**src/rtl/fx_writeback_queue.sv**
```systemverilog
// fx_writeback_queue
// Writeback stage behind the fixed-point unit. Each FX result can carry a GPR
// write, a special-register (CR/XER) write, or both. The stage keeps results
// in a small in-order FIFO and drains them onto the single register-file write
// port, one write per cycle, under a valid/ready handshake.
//
// Ports
//   clock_i                 clock, all state updates on posedge
//   reset_i                 synchronous active-high reset
//   functionalUnitCode_i    producing unit code; only FXUnitCode is captured
//   reg1WritebackEnable_i   GPR write requested
//   reg2WritebackEnable_i   special write requested
//   reg1WritebackAddress_i  GPR target
//   reg2WritebackAddress_i  special-register field target
//   reg1WritebackVal_i      GPR data (bit 0 = MSB in architectural numbering)
//   reg2WritebackVal_i      special data
//   writeReady_i            register file accepts the presented write
//   writeValid_o            a write is presented
//   writeTarget_o           0 = GPR, 1 = special
//   writeAddress_o          presented write address
//   writeVal_o              presented write data
//   stall_o                 dispatch must not issue to FX
//   empty_o                 nothing buffered
//   count_o                 current occupancy in entries
//   overflow_o              sticky: a valid result arrived while full
module fx_writeback_queue #(
    parameter int unsigned regWidth       = 5,
    parameter int unsigned FXUnitCode     = 0,
    parameter int unsigned queueDepthLog2 = 2,
    parameter int unsigned stallMargin    = 2
) (
    input  logic                      clock_i,
    input  logic                      reset_i,
    input  logic [2:0]                functionalUnitCode_i,
    input  logic                      reg1WritebackEnable_i,
    input  logic                      reg2WritebackEnable_i,
    input  logic [regWidth-1:0]       reg1WritebackAddress_i,
    input  logic [regWidth-1:0]       reg2WritebackAddress_i,
    input  logic [63:0]               reg1WritebackVal_i,
    input  logic [63:0]               reg2WritebackVal_i,
    input  logic                      writeReady_i,
    output logic                      writeValid_o,
    output logic                      writeTarget_o,
    output logic [regWidth-1:0]       writeAddress_o,
    output logic [63:0]               writeVal_o,
    output logic                      stall_o,
    output logic                      empty_o,
    output logic [queueDepthLog2:0]   count_o,
    output logic                      overflow_o
);

    localparam int unsigned DEPTH = 1 << queueDepthLog2;
    localparam int unsigned PTR_W = queueDepthLog2;
    localparam int unsigned CNT_W = queueDepthLog2 + 1;
    localparam int unsigned STALL_LEVEL = DEPTH - stallMargin;

    // Entry storage: pending flags are reset, payload is not.
    logic                pend1_q [DEPTH];
    logic                pend2_q [DEPTH];
    logic [regWidth-1:0] addr1_q [DEPTH];
    logic [regWidth-1:0] addr2_q [DEPTH];
    logic [63:0]         val1_q  [DEPTH];
    logic [63:0]         val2_q  [DEPTH];

    logic [PTR_W-1:0]    rd_ptr_q;
    logic [PTR_W-1:0]    wr_ptr_q;
    logic [CNT_W-1:0]    count_q;
    logic                overflow_q;

    logic                in_valid;
    logic                full;
    logic                push;
    logic                drop;
    logic                head_p1;
    logic                head_p2;
    logic                head_valid;
    logic                xfer;
    logic                pop;

    // Input qualification and FIFO control.
    always_comb begin
        in_valid   = (reg1WritebackEnable_i | reg2WritebackEnable_i)
                   & (functionalUnitCode_i == 3'(FXUnitCode));
        full       = (count_q == CNT_W'(DEPTH));
        // Full blocks a push even when the head pops this cycle.
        push       = in_valid & ~full;
        drop       = in_valid & full;
        head_p1    = pend1_q[rd_ptr_q];
        head_p2    = pend2_q[rd_ptr_q];
        head_valid = (count_q != '0) & (head_p1 | head_p2);
        xfer       = head_valid & writeReady_i;
        // GPR write goes first; the entry retires once its last pending write transfers.
        pop        = xfer & (head_p1 ? ~head_p2 : 1'b1);
    end

    // Control state: pointers, occupancy, pending flags, sticky overflow.
    always_ff @(posedge clock_i) begin
        if (reset_i) begin
            rd_ptr_q   <= '0;
            wr_ptr_q   <= '0;
            count_q    <= '0;
            overflow_q <= 1'b0;
            for (int i = 0; i < int'(DEPTH); i++) begin
                pend1_q[i] <= 1'b0;
                pend2_q[i] <= 1'b0;
            end
        end else begin
            // A push never targets the head slot while it is transferring:
            // that would need count == 0 (no transfer) or count == DEPTH (no push).
            if (push) begin
                pend1_q[wr_ptr_q] <= reg1WritebackEnable_i;
                pend2_q[wr_ptr_q] <= reg2WritebackEnable_i;
                wr_ptr_q          <= wr_ptr_q + PTR_W'(1);
            end
            if (xfer) begin
                if (head_p1) begin
                    pend1_q[rd_ptr_q] <= 1'b0;
                end else begin
                    pend2_q[rd_ptr_q] <= 1'b0;
                end
            end
            if (pop) begin
                rd_ptr_q <= rd_ptr_q + PTR_W'(1);
            end
            case ({push, pop})
                2'b10:   count_q <= count_q + CNT_W'(1);
                2'b01:   count_q <= count_q - CNT_W'(1);
                default: count_q <= count_q;
            endcase
            if (drop) begin
                overflow_q <= 1'b1;
            end
        end
    end

    // Payload capture.
    always_ff @(posedge clock_i) begin
        if (push) begin
            addr1_q[wr_ptr_q] <= reg1WritebackAddress_i;
            addr2_q[wr_ptr_q] <= reg2WritebackAddress_i;
            val1_q[wr_ptr_q]  <= reg1WritebackVal_i;
            val2_q[wr_ptr_q]  <= reg2WritebackVal_i;
        end
    end

    // Output mux from registered head state only; idle outputs are driven to zero.
    always_comb begin
        writeValid_o   = head_valid;
        writeTarget_o  = head_valid & ~head_p1;
        writeAddress_o = '0;
        writeVal_o     = '0;
        if (head_valid) begin
            writeAddress_o = head_p1 ? addr1_q[rd_ptr_q] : addr2_q[rd_ptr_q];
            writeVal_o     = head_p1 ? val1_q[rd_ptr_q]  : val2_q[rd_ptr_q];
        end
        stall_o    = (count_q >= CNT_W'(STALL_LEVEL));
        empty_o    = (count_q == '0);
        count_o    = count_q;
        overflow_o = overflow_q;
    end

endmodule

```
**config.mk**
```make
export PLATFORM = sky130hd
export DESIGN_NAME = fx_writeback_queue
export DESIGN_NICKNAME = d
export VERILOG_FILES = /design/src/rtl/fx_writeback_queue.sv
export SDC_FILE = /design/constraint.sdc
export NUM_CORES = 1
export LEC_CHECK = 0
export CAP_MARGIN = 5
export CORE_MARGIN = 8
export CORE_UTILIZATION = 50
export CTS_BUF_LIST = sky130_fd_sc_hd__clkbuf_8
export CTS_CLUSTER_SIZE = 8
export DETAILED_ROUTE_END_ITERATION = 12
export MAX_ROUTING_LAYER = met4
export PLACE_DENSITY = 0.83
export RECOVER_POWER = 100
export SYNTH_ARGS = -nofsm -noshare
export SYNTH_HDL_FRONTEND = slang
export SYNTH_SLANG_ARGS = --single-unit
```
**constraint.sdc**
```tcl
create_clock -name clock_i -period 7 [get_ports clock_i]
set_input_delay 1.4 -clock clock_i [delete_from_list [all_inputs] [get_ports clock_i]]
set_output_delay 1.4 -clock clock_i [all_outputs]
set_load 0.01 [all_outputs]
```
Word-level counts from Yosys, hierarchy flattened
Memory sizes are Yosys's and may differ from the RTL's. A register that Yosys moved wholly into a read port is not among the register bits.
Index checks and enable logic that the tools add are counted.
Word-level totals
  flip-flop bits (word level): 8
  bits in writable memories: 560
  input port bits: 146
  output and inout port bits: 77
  word-level logic and storage cells: 82
  memories: 6
Memories
  val1_q: depth 4, width 64, read ports 1, clocked after Yosys merged registers in 1, wr ports 1, line 62  | logic [63:0] val1_q [DEPTH];
  val2_q: depth 4, width 64, read ports 1, clocked after Yosys merged registers in 1, wr ports 1, line 63  | logic [63:0] val2_q [DEPTH];
  addr1_q: depth 4, width 5, read ports 1, clocked after Yosys merged registers in 1, wr ports 1, line 60  | logic [regWidth-1:0] addr1_q [DEPTH];
  addr2_q: depth 4, width 5, read ports 1, clocked after Yosys merged registers in 1, wr ports 1, line 61  | logic [regWidth-1:0] addr2_q [DEPTH];
  pend1_q: depth 4, width 1, read ports 1, clocked after Yosys merged registers in 1, wr ports 4, line 58  | logic pend1_q [DEPTH];
  pend2_q: depth 4, width 1, read ports 1, clocked after Yosys merged registers in 1, wr ports 4, line 59  | logic pend2_q [DEPTH];
Cells by class
  add/sub/neg operators: 4
  magnitude comparators: 1
  equality and inequality tests: 3
  muxes and demuxes: 44
  bitwise logic cells: 12
  reductions and logical operators: 8
Operators with widths (number)
  $mux 64: 2
  $mux 2: 16
  $mux 1: 23
  $mux 5: 2
  $and 1x1->1: 7
  $logic_not 3->1: 2
  $pmux 3 s2: 1
  $add 2x1->2 const B: 2
  $reduce_or 1->1: 4
  $add 3x1->3 const B: 1
  $eq 3x3->1 const B: 1
  $ge 3x2->1 const B: 1
  $not 1->1: 3
  $reduce_bool 3->1: 1
  $sub 3x1->3 const B: 1
  $eq 2x1->1 const B: 1
  $eq 2x2->1 const B: 1
  $or 1x1->1: 2
  $reduce_bool 2->1: 1

Depth between registers and ports, before layout
Gate-level depths: netlist of run 1.
  depth in word-level cells: 8
  depth in mapped cells: 10
  mapped depth without buffers: 9

Worst setup path after synthesis of run 1
No wires, ideal clock.
  path type: input-to-reg
  start point: input port functionalUnitCode_i[1]
  end point: memory addr1_q[0][0] (enable)
  library setup time: 514 ps
  data arrival time: 5431 ps
  data required time: 6486 ps
  setup slack: 1054 ps
  cell stages on the path: 4
  buffers on the path: 1
  path through: or3_4 nor3_1 buf_2 and2_1
Between the ends
  longest elaborated chain between the ends: 5
RTL lines
  start, declared: line 34  | input logic [2:0] functionalUnitCode_i,
  $logic_not 3->1: line 83  | & (functionalUnitCode_i == 3'(FXUnitCode));
  $and 1x1->1: line 83
  $and 1x1->1: line 86  | push = in_valid & ~full;
  $mux 1: line 138  | if (push) begin
  $mux 1 (implied by the code): line 139  | addr1_q[wr_ptr_q] <= reg1WritebackAddress_i;
  end, declared: line 60
No other way between the ends.

==> metrics.cfg, run 1 <==
[status]
status = finished with violations
failed_checks = capacitance limit, slew limit

[clock_tree]
clock_path_buffers = 3
cts_htree_levels = 3
clock-sinks = 570
worstSkewPairLatency_ps = 640
cts_tree = yes
postCtsSetupBuffers = 0
clkTransAtPathRegs_ps = 60
hold_buffers = 0
ctsResizeCount = 0
cts-buffers-inserted = 91
clockRootBuffer = clkbuf_8

[critical_path]
end_kind = output port
arrival_ps = 4470
critPathKind = flip-flop to output port
cp-start-kind = flip-flop
reg2regPathDepth = 5
reg2reg_slack_ps = 2200
worstPathRequired_ps = 5600
crit_fanout = 36
r2r_end = val1_q[0][32]$_DFFE_PP_
r2r-start = count_o[0]$_SDFFE_PP0P_

[synth]
synth.avg_cell_area_um2 = 20.6
synth_xor_xnor_area_share_pct = 0.194
yosys.area_share.simple_pct = 3.25
synth-compound-area-share_pct = 2.23
synth_area_um2 = 21900
synth-seq-area-share_pct = 77.3
synth_top_family_by_area = multiplexers
ys_types = 36
muxShareOfSynthArea_pct = 14.9
ys_warn_count = 0
synthCells = 1063
syn_nets = 1219
synth_fa_ha_area_share_pct = 0.605
ys_ff_latch = 570

[final_layout]
nets = 1493
drive_above_1_share_pct = 19.3
final_cells = 2003
area_growth_pct = 20.5

[hold_path]
worstHoldStart = pend2_q[2]$_SDFFE_PP0P_
holdPathStages = 2
whs_endpoint = pend2_q[2]$_SDFFE_PP0P_
hold_path.class = flip-flop to flip-flop

[power_and_ir_drop]
p_leak_nw = 8.62
powerDensity_nw_per_um2 = 248
vdd_drop_max_v = 0.000215

[timing]
tightest_slew_ps = 3070
min_period_ps = 5870
skew_ps = 26.7
rsz0062_at_grt = no
slew_headroom_pct = -105
fmax_ghz = 0.170
finalSetupViolCount = 0
fin_tns_setup_ps = 0
fin_crit_sh_pct = 83.9
report.final.slew_viol_count = 325
hold_violations = 0

[route]
detail_route.wl_per_cell_um = 23.0
vias = 11200
drt_iter0_markers = 821
drt.antenna.violating_nets = 0
first_pass_iters = 5
viasPerCell = 5.57
drt-total-wl_um = 46100
drcViolationCount = 0

[grt]
gr-usage-all-layers_pct = 18.9
grt_pass1_vias = 12200
antenna_found_initial = 17
grt_pass1_wl_um = 70900
grt_max_degree = 74
grt-ovfl-total = 0

[placed_design]
placedCellCount = 1829
port_buffers = 222
gp_congestion = 0.773
hpwl_um = 26800

[flow_run]
cap_violations = 6

[die]
dieArea_um2 = 50800
die_height_um = 225
core_area_um2 = 43200
initial_utilization_pct = 50.7
die_width_um = 225
placementRows = 76
ioPinCount = 223

-- power breakdown --
part,internal (mW),switching (mW)
clock network,1.37,1.20
logic,0.0935,0.0992
registers,3.77,0.00900
total,5.24,1.30
-- cell families (layout without fill, tap and decap cells) --
group / after synthesis / after routing
fa+ha+maj: 10 / 10
buf+inv: 68 / 406
mux: 151 / 151
flops: 570 / 570
simple gates: 173 / 173
compound gates: 87 / 87
other cells: 0 / 17
xor+xnor: 4 / 4
-- synth_stat cells --
| cell | count | share of area, % |
|---|---|---|
| edfxtp_1 | 552 | 76 |
| nand2_1 | 141 | 2.4 |
| mux4_2 | 140 | 14 |
| a21oi_1 | 72 | 1.6 |
| buf_2 | 25 | 0.57 |
| dfxtp_1 | 18 | 1.6 |
| clkbuf_1 | 15 | 0.26 |
| nor2_1 | 14 | 0.24 |
| buf_4 | 10 | 0.34 |
| inv_1 | 10 | 0.17 |
| ha_1 | 9 | 0.51 |
| mux2i_1 | 8 | 0.37 |
| buf_1 | 7 | 0.12 |
| a311oi_1 | 4 | 0.16 |
| a32oi_1 | 4 | 0.16 |
| and2_1 | 4 | 0.11 |
| nand4_1 | 4 | 0.11 |
| o311ai_0 | 4 | 0.16 |
| mux2_1 | 2 | 0.10 |
| nor4_2 | 2 | 0.11 |
| o21ai_0 | 2 | 0.046 |
| xor2_1 | 2 | 0.080 |
| clkbuf_4 | 1 | 0.034 |
| fa_1 | 1 | 0.091 |
| mux2_2 | 1 | 0.051 |
| nand2b_1 | 1 | 0.029 |
| nor2_2 | 1 | 0.029 |
| nor2b_1 | 1 | 0.029 |
| nor3_1 | 1 | 0.023 |
| nor3b_1 | 1 | 0.034 |
| o22ai_2 | 1 | 0.057 |
| or2_2 | 1 | 0.029 |
| or3_1 | 1 | 0.029 |
| or3_4 | 1 | 0.051 |
| xnor2_1 | 1 | 0.040 |
| xnor2_2 | 1 | 0.074 |
-- critical path, stage by stage, from the launching register on --
cell	delay [ps]
dfxtp_4	770
mux4_4	1000
o22ai_4	300
clkbuf_2	800
a21oi_1	180
dlygate4sd3_1	690
-- worst max path at each step --
stage                                  startpoint                      end  slack, ps  cells past startpoint
after detailed placement                flip-flop            writeVal_o[6]       2260                      5
after global routing                    flip-flop            writeVal_o[6]        880                      5
after global placement                  flip-flop            writeVal_o[6]       2290                      5
after CTS                               flip-flop            writeVal_o[6]       1500                      5
after floorplan           functionalUnitCode_i[1]  addr1_q[0][0]$_DFFE_PP_       1050                      4
final                                   flip-flop            writeVal_o[6]       1130                      5
-- cell type report --
cell class	instances	area, um2
well taps	585	732
inverters	10	37.5
multi-input cells	425	4640
clock buffers	100	1380
clock inverters	57	273
fillers	3019	16800
diodes	17	42.5
flip-flops and latches	570	16900
repair buffers	239	2360
-- layer usage --
metal / wire length (um) / global-route usage, %
met5: 0 / -
met4: 813 / 7.27
met3: 2880 / 4.35
met2: 23600 / 30.5
met1: 18700 / 23.2
-- cells in the final DEF, fill, tap and decap left out, types with 3 or more instances in the layout --
master and count:
a32oi_1 4, and2_0 3, clkbuf_8 100, buf_4 8, o311ai_0 4, dfxtp_1 16, a21oi_1 72, nor2_1 15
clkinv_2 5, nand4_1 4, edfxtp_1 552, diode_2 17, ha_1 9, a311oi_1 4, inv_1 47, clkdlybuf4s50_1 9
clkinv_1 13, clkbuf_2 6, mux4_2 139, mux2i_1 8, dlygate4sd3_1 213, nand2_1 141
-- stage by stage --
| step | power, mW | utilization [%] | setup slack [ps] | cell area (um2) | hold slack (ps) |
|---|---|---|---|---|---|
| floorplan | 3.92 | - | 1050 | 21900 | 461 |
| global placement | 4.05 | 57.4 | 2290 | 24800 | 478 |
| detailed placement | 4.06 | 57.4 | 2260 | 24800 | 488 |
| CTS | 6.63 | 61.2 | 1500 | 26400 | 497 |
| global route | 6.76 | 61.2 | 877 | 26400 | 512 |
| finish | 6.54 | 61.2 | 1130 | 26400 | 499 |
-- sequential cells by signal (all words and copies together) (netlist names), named ones only --
name / cells
wr_ptr_q: 2
count_o: 3
val1_q: 256
addr1_q: 20
val2_q: 256
pend1_q: 4
overflow_o: 1
rd_ptr_q: 2
addr2_q: 20
pend2_q: 4
No activity file was read; power rests on OpenSTA's default activity.
==> inputs of run 2 (changes only) <==
clock period = 5.92 ns   (was 7 ns; I/O delays follow)
==> metrics.cfg, run 2 (synthesis results as in run 1) <==
[clock_tree]
clockRootBuffer = clkbuf_8
hold_buffers = 0  ; unchanged
cts_tree = yes
cts-buffers-inserted = 89  ; -2.2%
worstSkewPairLatency_ps = 620  ; -20 ps
cts_htree_levels = 3  ; unchanged
clkTransAtPathRegs_ps = 60  ; about the same
clock_path_buffers = 3  ; unchanged
clock-sinks = 570  ; unchanged
postCtsSetupBuffers = 0  ; unchanged
ctsResizeCount = 0  ; unchanged

[critical_path]
reg2reg_slack_ps = 1390  ; -810 ps
crit_fanout = 71  ; +97%
worstPathRequired_ps = 4740  ; -860 ps
r2r_end = val2_q[3][38]$_DFFE_PP_
r2r-start = count_o[0]$_SDFFE_PP0P_
critPathKind = flip-flop to output port
arrival_ps = 4340  ; -130 ps
end_kind = output port
reg2regPathDepth = 5  ; unchanged
cp-start-kind = flip-flop

[timing]
report.final.slew_viol_count = 229  ; -30%
finalSetupViolCount = 0  ; unchanged
rsz0062_at_grt = no
hold_violations = 0  ; unchanged
min_period_ps = 5530
slew_headroom_pct = -65.9  ; +39 points
fin_tns_setup_ps = 0  ; unchanged
tightest_slew_ps = 2490  ; -585 ps
fin_crit_sh_pct = 93.3
fmax_ghz = 0.181
skew_ps = 18.6  ; -8.08 ps

[die]
placementRows = 76  ; unchanged
die_width_um = 225  ; unchanged
core_area_um2 = 43200  ; unchanged
dieArea_um2 = 50800  ; unchanged
ioPinCount = 223  ; unchanged
die_height_um = 225  ; unchanged
initial_utilization_pct = 50.7  ; unchanged

[route]
first_pass_iters = 6  ; +1
viasPerCell = 5.64  ; +1.3%
drt.antenna.violating_nets = 0  ; unchanged
drt_iter0_markers = 888  ; +8.2%
drt-total-wl_um = 47400  ; +3.0%
drcViolationCount = 0  ; unchanged
detail_route.wl_per_cell_um = 23.9  ; +3.7%
vias = 11200  ; +0.60%

[final_layout]
nets = 1495  ; +0.13%
final_common_cell = edfxtp_1
final_cells = 1989  ; -0.70%
top_regs = val1_q x256, val2_q x256
nFillCells = 3069  ; +1.7%
final_cell_mix = edfxtp_1 (552), dlygate4sd3_1 (193), nand2_1 (141)
utilization_pct = 60.7  ; -0.43 points
drive_above_1_share_pct = 18.6  ; -0.70 points
area_growth_pct = 19.7

[hold_path]
hold_path.class = flip-flop to flip-flop
whs_endpoint = overflow_o$_SDFFE_PP0P_
holdPathStages = 2  ; unchanged
worstHoldStart = overflow_o$_SDFFE_PP0P_

[status]
failed_checks = capacitance limit, slew limit
status = finished with violations

[grt]
grt-ovfl-total = 0  ; unchanged
grt_pass1_wl_um = 71300  ; +0.62%
gr-usage-all-layers_pct = 19.2  ; +0.30 points
grt_pass1_vias = 12100  ; -0.71%
grt_max_degree = 72  ; -2.7%
antenna_found_initial = 19  ; +2

[placed_design]
port_buffers = 222  ; unchanged
gp_congestion = 0.790  ; +2.3%
hpwl_um = 28200  ; +5.4%
placedCellCount = 1833  ; +0.22%

[power_and_ir_drop]
powerDensity_nw_per_um2 = 288  ; +16%
p_leak_nw = 8.41  ; -2.3%
report.power.total_mw = 7.56  ; +16%
vdd_drop_max_v = 0.000216  ; +0.53%

[flow_run]
cap_violations = 5  ; -1

## run 2: cell types whose count changed in the layout (fill, tap and decap cells not counted), sizes merged, moves of 2 or more
cell,delta
buf,-5
clkdlybuf4s50,+20
diode,-2
clkbuf,+2
clkinvlp,+2
inv,-11
dlygate4sd3,-20
## run 2: worst max path at each step
| stage | endpoint | depth (start not counted) | slack [ps] | from |
|---|---|---|---|---|
| final | writeVal_o[5] | 5 | 390 | flip-flop |
| after global routing | writeAddress_o[2] | 6 | 150 | flip-flop |
| after CTS | writeVal_o[43] | 6 | 510 | flip-flop |
| after detailed placement | writeVal_o[49] | 6 | 1210 | flip-flop |
| after global placement | writeVal_o[51] | 6 | 1190 | flip-flop |
| after floorplan | addr1_q[0][0]$_DFFE_PP_ | 4 | 190 | functionalUnitCode_i[1] |
## run 2: metal layers
metal  vias to the layer above  routed length [um]  global-route usage [%]
met1                      5842               19700                    23.8
met2                       438               23600                    31.0
met3                        62                3400                    4.84
met4                         0                 730                    5.95
met5                         -                   0                       -
li1                       4880                   -                       -
## run 2: final cells by class
class,instances,area (um2),area share [%]
antenna,15,37.5,0.143
clock buffer,93,1280,4.88
clock inverter,48,216,0.826
inverter,10,37.5,0.143
multi-input combinational,425,4630,17.7
sequential,570,16900,64.6
tap,585,732,2.79
timing repair buffer,243,2340,8.93
## run 2: metrics by stage
| step | setup slack, ps | cell area (um2) | hold slack (ps) |
|---|---|---|---|
| final | 394 | 26200 | 475 |
| after global routing | 154 | 26200 | 526 |
| after CTS | 514 | 26300 | 483 |
| after detailed placement | 1210 | 24800 | 466 |
| after global placement | 1190 | 24800 | 453 |
| after floorplan | 190 | 21900 | 461 |
## run 2: worst max-delay path, stage by stage (launching register included)
cell and delay [ps]:
dfxtp_4 780, mux4_4 860, o22ai_4 180, clkbuf_4 930, a21oi_1 240, dlygate4sd3_1 700
## run 2: power by group
| part | internal (mW) | total, mW | switching [mW] |
|---|---|---|---|
| combinational | 0.109 | 0.233 | 0.123 |
| sequential | 4.46 | 4.47 | 0.0104 |
| clock | 1.47 | 2.86 | 1.39 |
==> inputs of run 3 (changes only) <==
CORE_UTILIZATION = 49   (was 50)
PLACE_DENSITY = 0.81   (was 0.83)
==> metrics.cfg, run 3 (synthesis results as in run 1) <==
[power_and_ir_drop]
vdd_drop_max_v = 0.000179  ; -17%
report.power.total_mw = 7.67  ; +1.4%
p_leak_nw = 8.53  ; +1.3%
powerDensity_nw_per_um2 = 291  ; +0.87%

[status]
status = finished with violations
failed_checks = capacitance limit, slew limit

[clock_tree]
clkTransAtPathRegs_ps = 60  ; about the same
cts_htree_levels = 3  ; unchanged
hold_buffers = 0  ; unchanged
cts_tree = yes
clock_path_buffers = 3  ; unchanged
clock-sinks = 570  ; unchanged
clockRootBuffer = clkbuf_8
worstSkewPairLatency_ps = 640  ; +20 ps
ctsResizeCount = 0  ; unchanged
postCtsSetupBuffers = 0  ; unchanged
cts-buffers-inserted = 90  ; +1.1%

[route]
drt.antenna.violating_nets = 0  ; unchanged
drt-total-wl_um = 47500  ; about the same
wl_met2_um = 23100  ; -2.0%
met3_length_um = 3820  ; +12%
maxUsedRoutingLayer = met4
vias = 11100  ; -1.0%
first_pass_iters = 5  ; -1
drt_iter0_markers = 960  ; +8.1%
wl_met1_um = 19600  ; -0.75%
detail_route.wl_per_cell_um = 23.7  ; -0.51%
drcViolationCount = 0  ; unchanged
viasPerCell = 5.55  ; -1.6%

[die]
placementRows = 77  ; +1.3%
dieArea_um2 = 51700  ; +1.9%
die_height_um = 227  ; +0.94%
die_width_um = 227  ; +0.94%
ioPinCount = 223  ; unchanged
core_area_um2 = 44200  ; +2.4%
initial_utilization_pct = 49.5  ; -1.2 points

[placed_design]
hpwl_um = 27700  ; -1.9%
port_buffers = 222  ; unchanged
placedCellCount = 1834  ; +0.055%
gp_congestion = 0.786  ; -0.58%
place_ws_ps = 1550  ; +337 ps
postPlaceCellArea_um2 = 24800  ; about the same

[critical_path]
cp-start-kind = flip-flop
worstPathRequired_ps = 4740  ; about the same
crit_fanout = 46  ; -35%
critPathSlowestCell = dfxtp_4
cp_slowest_stage_delay_ps = 840  ; -90 ps
critPathKind = flip-flop to output port
arrival_ps = 4140  ; -200 ps
end_kind = output port
path_cells = mux4_2, o22ai_4, clkbuf_2, a21oi_1, dlygate4sd3_1

[timing]
hold_violations = 0  ; unchanged
fin_ws_ps = 593  ; +199 ps
skew_ps = 21.2  ; +2.58 ps
report.final.slew_viol_count = 365  ; +59%
tightest_slew_ps = 3250  ; +758 ps
fin_tns_setup_ps = 0  ; unchanged
min_period_ps = 5330  ; -199 ps
finalSetupViolCount = 0  ; unchanged
hold_slack_ps = 474  ; -0.674 ps
fin_crit_sh_pct = 90.0  ; -3.4 points
fmax_ghz = 0.188  ; +3.7%
slew_headroom_pct = -116  ; -51 points
rsz0062_at_grt = no

[hold_path]
hold_path.class = flip-flop to flip-flop

[final_layout]
final_cell_mix = edfxtp_1 (552), dlygate4sd3_1 (209), nand2_1 (141)
final_common_cell = edfxtp_1
utilization_pct = 59.6  ; -1.1 points
drive_above_1_share_pct = 19.0  ; +0.31 points
final_cells = 2000  ; +0.55%
fin_area_um2 = 26300  ; +0.50%
area_growth_pct = 20.3
nets = 1490  ; -0.33%
top_regs = val1_q x256, val2_q x256
nFillCells = 3182  ; +3.7%

[grt]
grt-ovfl-total = 0  ; unchanged
gr-usage-all-layers_pct = 19.0  ; -0.17 points
grt_pass1_vias = 12100  ; -0.050%
grt_pass1_wl_um = 71000  ; -0.52%
grt_max_degree = 139  ; +93%
antenna_found_initial = 18  ; -1

[flow_run]
cap_violations = 5  ; unchanged

## run 3: cell count changes in the layout (fill, tap and decap cells not counted), sizes merged
cell,previous run,this run
clkdlybuf4s50,29,13
dlygate4sd3,193,209
clkbuf,109,98
inv,36,44
buf,5,9
bufinv,1,2
clkinv,19,20
clkinvlp,2,3
## run 3: path summary, 6_finish.rpt
check	start	endpoint	slack, ps	cells past startpoint
min reg2reg	overflow_o$_SDFFE_PP0P_	overflow_o$_SDFFE_PP0P_	470	2
min	overflow_o$_SDFFE_PP0P_	overflow_o$_SDFFE_PP0P_	470	2
max	flip-flop	writeVal_o[43]	590	5
max reg2reg	count_o[0]$_SDFFE_PP0P_	val2_q[1][41]$_DFFE_PP_	1350	5
## run 3: critical path, delay by kind of cell (launching register included)
family / cells / cell delay (ps)
mux: 1 / 660
flops: 1 / 840
compound gates: 2 / 470
buf+inv: 2 / 1460
## run 3: where the power goes
group / leakage (nW) / internal, mW / total [mW] / switching (mW)
Sequential: 5.13 / 4.46 / 4.47 / 0.0100
Clock: 0.910 / 1.52 / 2.96 / 1.44
Combinational: 2.49 / 0.110 / 0.237 / 0.127
Total: 8.53 / 6.09 / 7.67 / 1.58
## run 3: final cells by class
cell class                 count  area (um2)  share of cell area (%)
multi-input combinational    425        4650                    17.6
antenna                       15        37.5                   0.142
sequential                   570       16900                    64.3
inverter                      10        37.5                   0.142
clock buffer                  92        1270                    4.81
timing repair buffer         237        2370                    9.00
tap                          592         741                    2.81
clock inverter                59         302                    1.14
## run 3: routing by layer
layer | global-route usage (%) | up-vias
li1 | - | 4877
met1 | 23.3 | 5727
met2 | 30.1 | 436
met3 | 5.46 | 69
met4 | 6.73 | 0
met5 | - | -
